`config.mk`:
```
export PLATFORM = sky130hd
export DESIGN_NAME = spi_slave_sampler_flat
export DESIGN_NICKNAME = d
export VERILOG_FILES = /design/src/rtl/spi_slave_sampler_if.sv /design/src/rtl/spi_slave_sampler.sv /design/src/flat_wrapper.sv
export SDC_FILE = /design/constraint.sdc
export NUM_CORES = 1
export LEC_CHECK = 0
export CAP_MARGIN = 20
export CORE_MARGIN = 4
export CORE_UTILIZATION = 53
export CTS_CLUSTER_DIAMETER = 150
export CTS_CLUSTER_SIZE = 16
export DETAILED_ROUTE_END_ITERATION = 10
export GPL_TIMING_DRIVEN = 0
export HOLD_SLACK_MARGIN = 0.15
export PLACE_DENSITY = 0.78
export RECOVER_POWER = 50
export SYNTH_ARGS = -nofsm -noshare
export SYNTH_HDL_FRONTEND = slang
export SYNTH_SLANG_ARGS = --single-unit
```
`constraint.sdc`:
```
create_clock -name clk -period 2.28 [get_ports clk]
set_input_delay 0.456 -clock clk [delete_from_list [all_inputs] [get_ports clk]]
set_output_delay 0.456 -clock clk [all_outputs]
set_load 0.02 [all_outputs]
```
`src/rtl/spi_slave_sampler_if.sv`:
```
// Bundle of SPI pins, mode straps and local tx/rx handshake signals for
// spi_slave_sampler. The slave modport is the endpoint's view; the master
// modport is the view of whoever drives the SPI pins and the local side.
`timescale 1ns/1ps
interface spi_slave_sampler_if #(
    parameter int WIDTH = 8
);
    // SPI pins (sclk/cs_n/mosi are asynchronous to the endpoint clock)
    logic             sclk;
    logic             cs_n;
    logic             mosi;
    logic             miso;
    // Mode straps, latched at selection
    logic             cpol;
    logic             cpha;
    // Handshakes:
    //   tx: a word transfers when tx_load=1 and tx_ready=1 on the same rising
    //       clk edge; tx_load while tx_ready=0 has no effect.
    //   rx: rx_data is meaningful while rx_valid=1; the word is consumed on a
    //       rising clk edge with rx_ack=1. rx_valid never drops without rx_ack
    //       (or reset), and a new word may replace rx_data while rx_valid=1,
    //       which raises the sticky overrun flag unless rx_ack lands with it.
    logic [WIDTH-1:0] tx_data;
    logic             tx_load;
    logic             tx_ready;
    logic [WIDTH-1:0] rx_data;
    logic             rx_valid;
    logic             rx_ack;
    // Status
    logic             busy;
    logic             overrun;
    // FSM state for checkers: 0 = IDLE, 1 = XFER
    logic             state_dbg;

    modport slave (
        input  sclk, cs_n, mosi, cpol, cpha, tx_data, tx_load, rx_ack,
        output miso, tx_ready, rx_data, rx_valid, busy, overrun, state_dbg
    );

    modport master (
        output sclk, cs_n, mosi, cpol, cpha, tx_data, tx_load, rx_ack,
        input  miso, tx_ready, rx_data, rx_valid, busy, overrun, state_dbg
    );
endinterface

```
`src/rtl/spi_slave_sampler.sv`:
```
// Oversampled SPI slave endpoint. sclk/cs_n/mosi are synchronized into clk,
// edges are found against a history flop, and a two-state FSM shifts words
// in and out in any cpol/cpha mode, MSB first, back-to-back while selected.
`timescale 1ns/1ps
module spi_slave_sampler #(
    parameter int                 WIDTH       = 8,
    parameter int                 SYNC_STAGES = 2,
    parameter logic [WIDTH-1:0]   TX_DEFAULT  = 8'hFF
) (
    input  logic                  clk,
    input  logic                  reset,
    spi_slave_sampler_if.slave    bus
);
    localparam int               CW   = (WIDTH > 2) ? $clog2(WIDTH) : 1;
    localparam logic [CW-1:0]    LAST = CW'(WIDTH - 1);

    typedef enum logic {
        IDLE = 1'b0,
        XFER = 1'b1
    } state_t;

    // Synchronizers and edge history
    logic [SYNC_STAGES-1:0] sclk_sync;
    logic [SYNC_STAGES-1:0] cs_sync;
    logic [SYNC_STAGES-1:0] mosi_sync;
    logic                   sclk_hist;
    logic                   cs_hist;
    // Marks when the history flop holds a pin-derived value after reset
    logic [SYNC_STAGES:0]   settle;

    // FSM and datapath state
    state_t                 state;
    logic                   armed;
    logic                   cpol_l;
    logic                   cpha_l;
    logic [CW-1:0]          bit_cnt;
    logic [WIDTH-1:0]       rx_shift;
    logic [WIDTH-1:0]       tx_shift;
    logic [WIDTH-1:0]       tx_buf;
    logic                   tx_empty;
    logic [WIDTH-1:0]       rx_hold;
    logic                   rx_full;
    logic                   overrun_flag;
    logic                   miso_bit;
    logic                   busy_flag;
    logic                   reload_pend;

    // Decoded events
    logic                   sclk_s;
    logic                   cs_s;
    logic                   mosi_s;
    logic                   sclk_edge;
    logic                   lead_edge;
    logic                   trail_edge;
    logic                   sample_edge;
    logic                   shift_edge;
    logic                   cs_fall;
    logic                   cs_rise;
    logic                   word_end;
    logic                   consume;
    logic [WIDTH-1:0]       rx_word;
    logic [WIDTH-1:0]       tx_next;

    // Pin synchronizers; idle levels on reset so no false edge is seen
    always_ff @(posedge clk) begin
        if (reset) begin
            sclk_sync <= {SYNC_STAGES{bus.cpol}};
            sclk_hist <= bus.cpol;
            cs_sync   <= '1;
            cs_hist   <= 1'b1;
            mosi_sync <= '0;
            settle    <= '0;
        end else begin
            sclk_sync <= {sclk_sync[SYNC_STAGES-2:0], bus.sclk};
            sclk_hist <= sclk_sync[SYNC_STAGES-1];
            cs_sync   <= {cs_sync[SYNC_STAGES-2:0], bus.cs_n};
            cs_hist   <= cs_sync[SYNC_STAGES-1];
            mosi_sync <= {mosi_sync[SYNC_STAGES-2:0], bus.mosi};
            settle    <= {settle[SYNC_STAGES-1:0], 1'b1};
        end
    end

    // Edge classification against the latched mode
    always_comb begin
        sclk_s      = sclk_sync[SYNC_STAGES-1];
        cs_s        = cs_sync[SYNC_STAGES-1];
        mosi_s      = mosi_sync[SYNC_STAGES-1];
        sclk_edge   = sclk_s ^ sclk_hist;
        lead_edge   = sclk_edge && (sclk_s != cpol_l);
        trail_edge  = sclk_edge && (sclk_s == cpol_l);
        sample_edge = cpha_l ? trail_edge : lead_edge;
        shift_edge  = cpha_l ? lead_edge : trail_edge;
        // A fall only counts once cs_n has been seen high from the pin itself,
        // so a master still holding cs_n low through reset is not reselected.
        cs_fall     = armed && cs_hist && !cs_s;
        cs_rise     = !cs_hist && cs_s;
        word_end    = sample_edge && (bit_cnt == LAST);
        rx_word     = {rx_shift[WIDTH-2:0], mosi_s};
        tx_next     = tx_empty ? TX_DEFAULT : tx_buf;
        consume     = 1'b0;
        if (state == IDLE) begin
            consume = cs_fall;
        end else if (!cs_rise) begin
            consume = cpha_l ? word_end : (shift_edge && reload_pend);
        end
    end

    // Main FSM with the tx buffer and rx handshake; all outputs registered
    always_ff @(posedge clk) begin
        if (reset) begin
            state        <= IDLE;
            armed        <= 1'b0;
            cpol_l       <= 1'b0;
            cpha_l       <= 1'b0;
            bit_cnt      <= '0;
            rx_shift     <= '0;
            tx_shift     <= '0;
            tx_buf       <= '0;
            tx_empty     <= 1'b1;
            rx_hold      <= '0;
            rx_full      <= 1'b0;
            overrun_flag <= 1'b0;
            miso_bit     <= 1'b0;
            busy_flag    <= 1'b0;
            reload_pend  <= 1'b0;
        end else begin
            if (settle[SYNC_STAGES] && cs_s) begin
                armed <= 1'b1;
            end

            if (bus.rx_ack) begin
                rx_full <= 1'b0;
            end

            // A consume empties the buffer; a same-cycle accepted load refills it
            if (consume) begin
                tx_empty <= 1'b1;
            end
            if (bus.tx_load && tx_empty) begin
                tx_buf   <= bus.tx_data;
                tx_empty <= 1'b0;
            end

            case (state)
                IDLE: begin
                    miso_bit    <= 1'b0;
                    busy_flag   <= 1'b0;
                    bit_cnt     <= '0;
                    reload_pend <= 1'b0;
                    if (cs_fall) begin
                        state     <= XFER;
                        busy_flag <= 1'b1;
                        cpol_l    <= bus.cpol;
                        cpha_l    <= bus.cpha;
                        tx_shift  <= tx_next;
                        // cpha=0 presents the MSB before the first edge
                        miso_bit  <= bus.cpha ? 1'b0 : tx_next[WIDTH-1];
                    end
                end

                XFER: begin
                    if (cs_rise) begin
                        // Any partial word is simply dropped
                        state       <= IDLE;
                        busy_flag   <= 1'b0;
                        miso_bit    <= 1'b0;
                        bit_cnt     <= '0;
                        reload_pend <= 1'b0;
                    end else begin
                        if (sample_edge) begin
                            rx_shift <= rx_word;
                            if (word_end) begin
                                bit_cnt <= '0;
                                rx_hold <= rx_word;
                                rx_full <= 1'b1;
                                if (rx_full && !bus.rx_ack) begin
                                    overrun_flag <= 1'b1;
                                end
                                if (cpha_l) begin
                                    tx_shift <= tx_next;
                                end else begin
                                    reload_pend <= 1'b1;
                                end
                            end else begin
                                bit_cnt <= bit_cnt + 1'b1;
                            end
                        end
                        if (shift_edge) begin
                            if (cpha_l) begin
                                miso_bit <= tx_shift[WIDTH-1];
                                tx_shift <= {tx_shift[WIDTH-2:0], 1'b0};
                            end else if (reload_pend) begin
                                tx_shift    <= tx_next;
                                miso_bit    <= tx_next[WIDTH-1];
                                reload_pend <= 1'b0;
                            end else begin
                                tx_shift <= {tx_shift[WIDTH-2:0], 1'b0};
                                miso_bit <= tx_shift[WIDTH-2];
                            end
                        end
                    end
                end

                default: begin
                    state <= IDLE;
                end
            endcase
        end
    end

    assign bus.miso      = miso_bit;
    assign bus.tx_ready  = tx_empty;
    assign bus.rx_data   = rx_hold;
    assign bus.rx_valid  = rx_full;
    assign bus.busy      = busy_flag;
    assign bus.overrun   = overrun_flag;
    assign bus.state_dbg = state;

endmodule

```
`src/flat_wrapper.sv`:
```
// flat-port wrapper written by rule: the top's interface ports become plain ports
module spi_slave_sampler_flat 
#(
    parameter int                 WIDTH       = 8,
    parameter int                 SYNC_STAGES = 2,
    parameter logic [WIDTH-1:0]   TX_DEFAULT  = 8'hFF
)
  (clk, reset, bus_sclk, bus_cs_n, bus_mosi, bus_cpol, bus_cpha, bus_tx_data, bus_tx_load, bus_rx_ack, bus_miso, bus_tx_ready, bus_rx_data, bus_rx_valid, bus_busy, bus_overrun, bus_state_dbg);
  spi_slave_sampler_if #(.WIDTH(WIDTH)) bus_i ();
  input  logic clk;
  input  logic reset;
  input wire logic [$bits(bus_i.sclk)-1:0] bus_sclk;
  input wire logic [$bits(bus_i.cs_n)-1:0] bus_cs_n;
  input wire logic [$bits(bus_i.mosi)-1:0] bus_mosi;
  input wire logic [$bits(bus_i.cpol)-1:0] bus_cpol;
  input wire logic [$bits(bus_i.cpha)-1:0] bus_cpha;
  input wire logic [$bits(bus_i.tx_data)-1:0] bus_tx_data;
  input wire logic [$bits(bus_i.tx_load)-1:0] bus_tx_load;
  input wire logic [$bits(bus_i.rx_ack)-1:0] bus_rx_ack;
  output wire logic [$bits(bus_i.miso)-1:0] bus_miso;
  output wire logic [$bits(bus_i.tx_ready)-1:0] bus_tx_ready;
  output wire logic [$bits(bus_i.rx_data)-1:0] bus_rx_data;
  output wire logic [$bits(bus_i.rx_valid)-1:0] bus_rx_valid;
  output wire logic [$bits(bus_i.busy)-1:0] bus_busy;
  output wire logic [$bits(bus_i.overrun)-1:0] bus_overrun;
  output wire logic [$bits(bus_i.state_dbg)-1:0] bus_state_dbg;
  assign bus_i.sclk = bus_sclk;
  assign bus_i.cs_n = bus_cs_n;
  assign bus_i.mosi = bus_mosi;
  assign bus_i.cpol = bus_cpol;
  assign bus_i.cpha = bus_cpha;
  assign bus_i.tx_data = bus_tx_data;
  assign bus_i.tx_load = bus_tx_load;
  assign bus_i.rx_ack = bus_rx_ack;
  assign bus_miso = bus_i.miso;
  assign bus_tx_ready = bus_i.tx_ready;
  assign bus_rx_data = bus_i.rx_data;
  assign bus_rx_valid = bus_i.rx_valid;
  assign bus_busy = bus_i.busy;
  assign bus_overrun = bus_i.overrun;
  assign bus_state_dbg = bus_i.state_dbg;
  spi_slave_sampler #(.WIDTH(WIDTH), .SYNC_STAGES(SYNC_STAGES), .TX_DEFAULT(TX_DEFAULT)) u_core (.clk(clk), .reset(reset), .bus(bus_i));
endmodule
```
==> results of run 1 <==
[through the flow]
step	util [%]	cells	total power, mW	hold slack, ns	setup WS [ns]
after CTS	65.84	331	1.693	0.4376	0.1907
after global routing	65.84	331	1.753	0.4610	0.05553
final	65.84	331	1.679	0.4345	0.2062
after floorplan	-	245	1.101	0.3895	0.5587
after global placement	63.56	323	1.153	0.4116	0.2480
after detailed placement	63.56	323	1.154	0.4111	0.2074
[power groups by stage]
stage	Combinational (mW)	Clock [mW]	Sequential (mW)
global placement	0.133	0	1.02
floorplan	0.0822	0	1.02
finish	0.134	0.547	0.998
detailed placement	0.134	0	1.02
global route	0.148	0.602	1.00
CTS	0.135	0.561	0.998
[layout make-up]
type / instances / area share [%]
Buffer: 14 / 2.755
Tap cell: 50 / 2.375
Timing Repair Buffer: 28 / 10.64
Clock buffer: 5 / 2.613
Inverter: 8 / 1.140
Sequential cell: 55 / 41.81
Clock inverter: 3 / 0.8551
Multi-Input combinational cell: 168 / 37.81
[cells in the final DEF, fill, tap and decap left out, types with 2 or more instances in the layout]
cell	instances
a211oi_1	2
a21boi_0	2
a21oi_1	36
a31oi_1	2
buf_4	3
clkbuf_1	8
clkbuf_8	5
clkdlybuf4s50_1	23
dfxtp_1	55
dlygate4sd3_1	5
ha_1	2
inv_1	7
mux2i_1	14
nand2_1	24
nand2b_1	2
nand3_1	17
nor2_1	18
nor2b_1	8
nor3_1	6
o21ai_0	12
o21bai_1	6
or2_2	2
[registers in the layout, summed over array words and instances, names as in the netlist, 2 cells and up]
name	count
u_core.mosi_sync	2
u_core.cs_sync	2
u_core.tx_shift	8
u_core.settle	3
u_core.sclk_sync	2
u_core.bit_cnt	3
u_core.rx_shift	7
u_core.tx_buf	8
u_core.bus.rx_data	8
[worst paths after layout]
path / startpoint / end / slack, ns / cells after the start
setup / recovery: u_core.bit_cnt[0] / u_core.tx_shift[1] / 0.21 / 6
hold / removal: u_core.cs_sync[0] / u_core.cs_sync[1] / 0.43 / 1
setup reg to reg: u_core.bit_cnt[0] / u_core.tx_shift[1] / 0.21 / 6
hold reg to reg: u_core.cs_sync[0] / u_core.cs_sync[1] / 0.43 / 1
[metal layers]
metal / vias up / global-route usage [%] / routed length, um / share of wire (%)
li1: 913 / - / - / -
met1: 855 / 25.63 / 2124 / 49
met2: 27 / 26.69 / 1987 / 46
met3: 5 / 4.155 / 171 / 4.0
met4: 0 / 6.148 / 43 / 0.99
met5: - / 0 / 0 / 0
[synthesized netlist by cell type, drive strengths merged (2+ instances only)]
cell type | instances | area [um^2]
clkbuf | 6 | 22.52
nor2 | 18 | 67.56
a21boi | 2 | 15.01
mux2i | 15 | 153.9
ha | 2 | 25.02
nand3 | 17 | 85.08
nor3 | 6 | 30.03
nor2b | 8 | 50.05
inv | 7 | 26.28
buf | 8 | 50.04
a211oi | 2 | 15.01
a21oi | 36 | 180.2
o21bai | 6 | 45.04
or2 | 2 | 12.51
a31oi | 2 | 12.51
nand2 | 24 | 90.09
o21ai | 13 | 65.06
nand2b | 2 | 12.51
dfxtp | 55 | 1101
[logic make-up after synthesis]
group	Yosys count	share of synthesized area, %
fa+ha+maj	2	1.137
mux	15	6.996
xor+xnor	2	1.820
compound gates	67	17.86
flops	55	50.06
simple gates	82	17.46
buf+inv	22	4.664
[worst reg2reg max path: stages, from the launching register on]
cell	delay, ns
dfxtp_1	0.37
ha_1	0.16
ha_1	0.30
nor2_1	0.12
o31ai_1	0.70
o21ai_0	0.20
a21oi_1	0.16
==> flow_summary.yaml, run 1 <==
worst_setup_path:
  path_buf_inv: 0
  slowest_delay_ns: 0.70
  crit_top_cell: "ha_1"
  cp.required_ns: 2.53
  worstSetupEndpointType: "register"
  cp_max_fo: 8
  path_cells: "ha_1 -> ha_1 -> nor2_1 -> o31ai_1 -> o21ai_0 -> a21oi_1"
  critPathTopFamily: "compound AO/OA/AOI/OAI gates"
  start_kind: "register"
  path_class: "reg -> reg"
  slowest_stage: "o31ai_1"
  crit_arrival_ns: 2.32
synthesis:
  ys.flop_type: "dfxtp_1"
  avgSynthCellArea_um2: 8.978
  synthCells: 245
  ys_seq_elements: 55
  yosys_warnings: 0
  synth_cell_types: 38
  synth_edf_count: 0
  synth-async-reset-ratio_pct: 0
  synthesis.area_mm2: 0.002200
  yosysSeqAreaShare_pct: 50.06
  synth_fp_nets: 264
detailed_routing:
  drtIter0Drc: 118
  vias: 1800
  routed_wl_um: 4326
  antenna_left: 0
  drc: 0
  drt-pass1-iter-count: 4
  routed_via_density: 5.438
  wl_per_cell_um: 13.07
global_routing:
  first_global_vias: 1628
  grtUsageTotal_pct: 17.95
  grt_pass1_wl_um: 7527
  antenna_found_initial: 0
  grt_max_degree: 19
  overflow: 0
place:
  place_congestion: 0.7830
  numPortBuffers: 28
  dp_hpwl_um: 3058
  placed_cell_area_mm2: 0.002542
clocking:
  worstSkewPairLatency_ns: 0.31
  clkTransAtPathRegs_ns: 0.10
  cts_tree: "built"
  h-tree-depth: 2
  cts_made_buffers: 5
  cts_root_buf: "clkbuf_8"
  postCtsHoldBufs: 0
  clock-sinks: 55
  cts_setup_buffers: 0
  ctsResizeCount: 0
  clockBufferDepth: 2
timing:
  grt_setup_unrepaired: "no"
  min_period_ns: 2.074
  fin_skew_ns: 0.006578
  fmax_mhz: 482.2
  worst_pin_slew_ns: 0.8450
  setup-violations-final: 0
  setup_tns_ns: 0
  timing.final.crit_share_pct: 90.96
  max_slew_margin_pct: 43.19
  drv_slew: 0
  hold_viol_final: 0
finish:
  final_layout_size_suffix_gt1_share_pct: 6.406
  fillers: 340
  area_growth_pct: 19.74
  multi_input_area_um2: 996.0
  nNetsFinal: 299
  post-route-cell-area_mm2: 0.002634
  seq_area_mm2: 0.001101
  diodes: 0
power_and_ir_drop:
  seqPwrFrac_pct: 59.4
  p_int_mw: 1.265
  power.density_mw_per_mm2: 637.5
  switching_share_pct: 24.63
  ir_worst_vdd_uv: 410.9
  p_comb_share_pct: 8.0
  power_leakage_nw: 1.015
  p_switching_mw: 0.4136
  power_frac_clock_pct: 32.6
floorplan:
  start_util_pct: 54.99
  num_rows: 23
  core_region_area_mm2: 0.004000
  die_x_um: 72.42
  pin_count: 31
  die_area_mm2: 0.005245
  die_h_um: 72.42
worst_hold_path:
  hold_class: "reg -> reg"
run_status:
  outcome: "completed"
run:
  drv_cap: 0
Power figures use the tool's default switching activity.
==> inputs of run 2 (changes only) <==
--- a/config.mk
+++ b/config.mk
@@ -15,6 +15,7 @@
 export HOLD_SLACK_MARGIN = 0.15
 export PLACE_DENSITY = 0.78
 export RECOVER_POWER = 50
+export SLEW_MARGIN = 40
 export SYNTH_ARGS = -nofsm -noshare
 export SYNTH_HDL_FRONTEND = slang
 export SYNTH_SLANG_ARGS = --single-unit
==> results of run 2 <==
The final DEF is identical to that of run 1; final timing and power are the same.
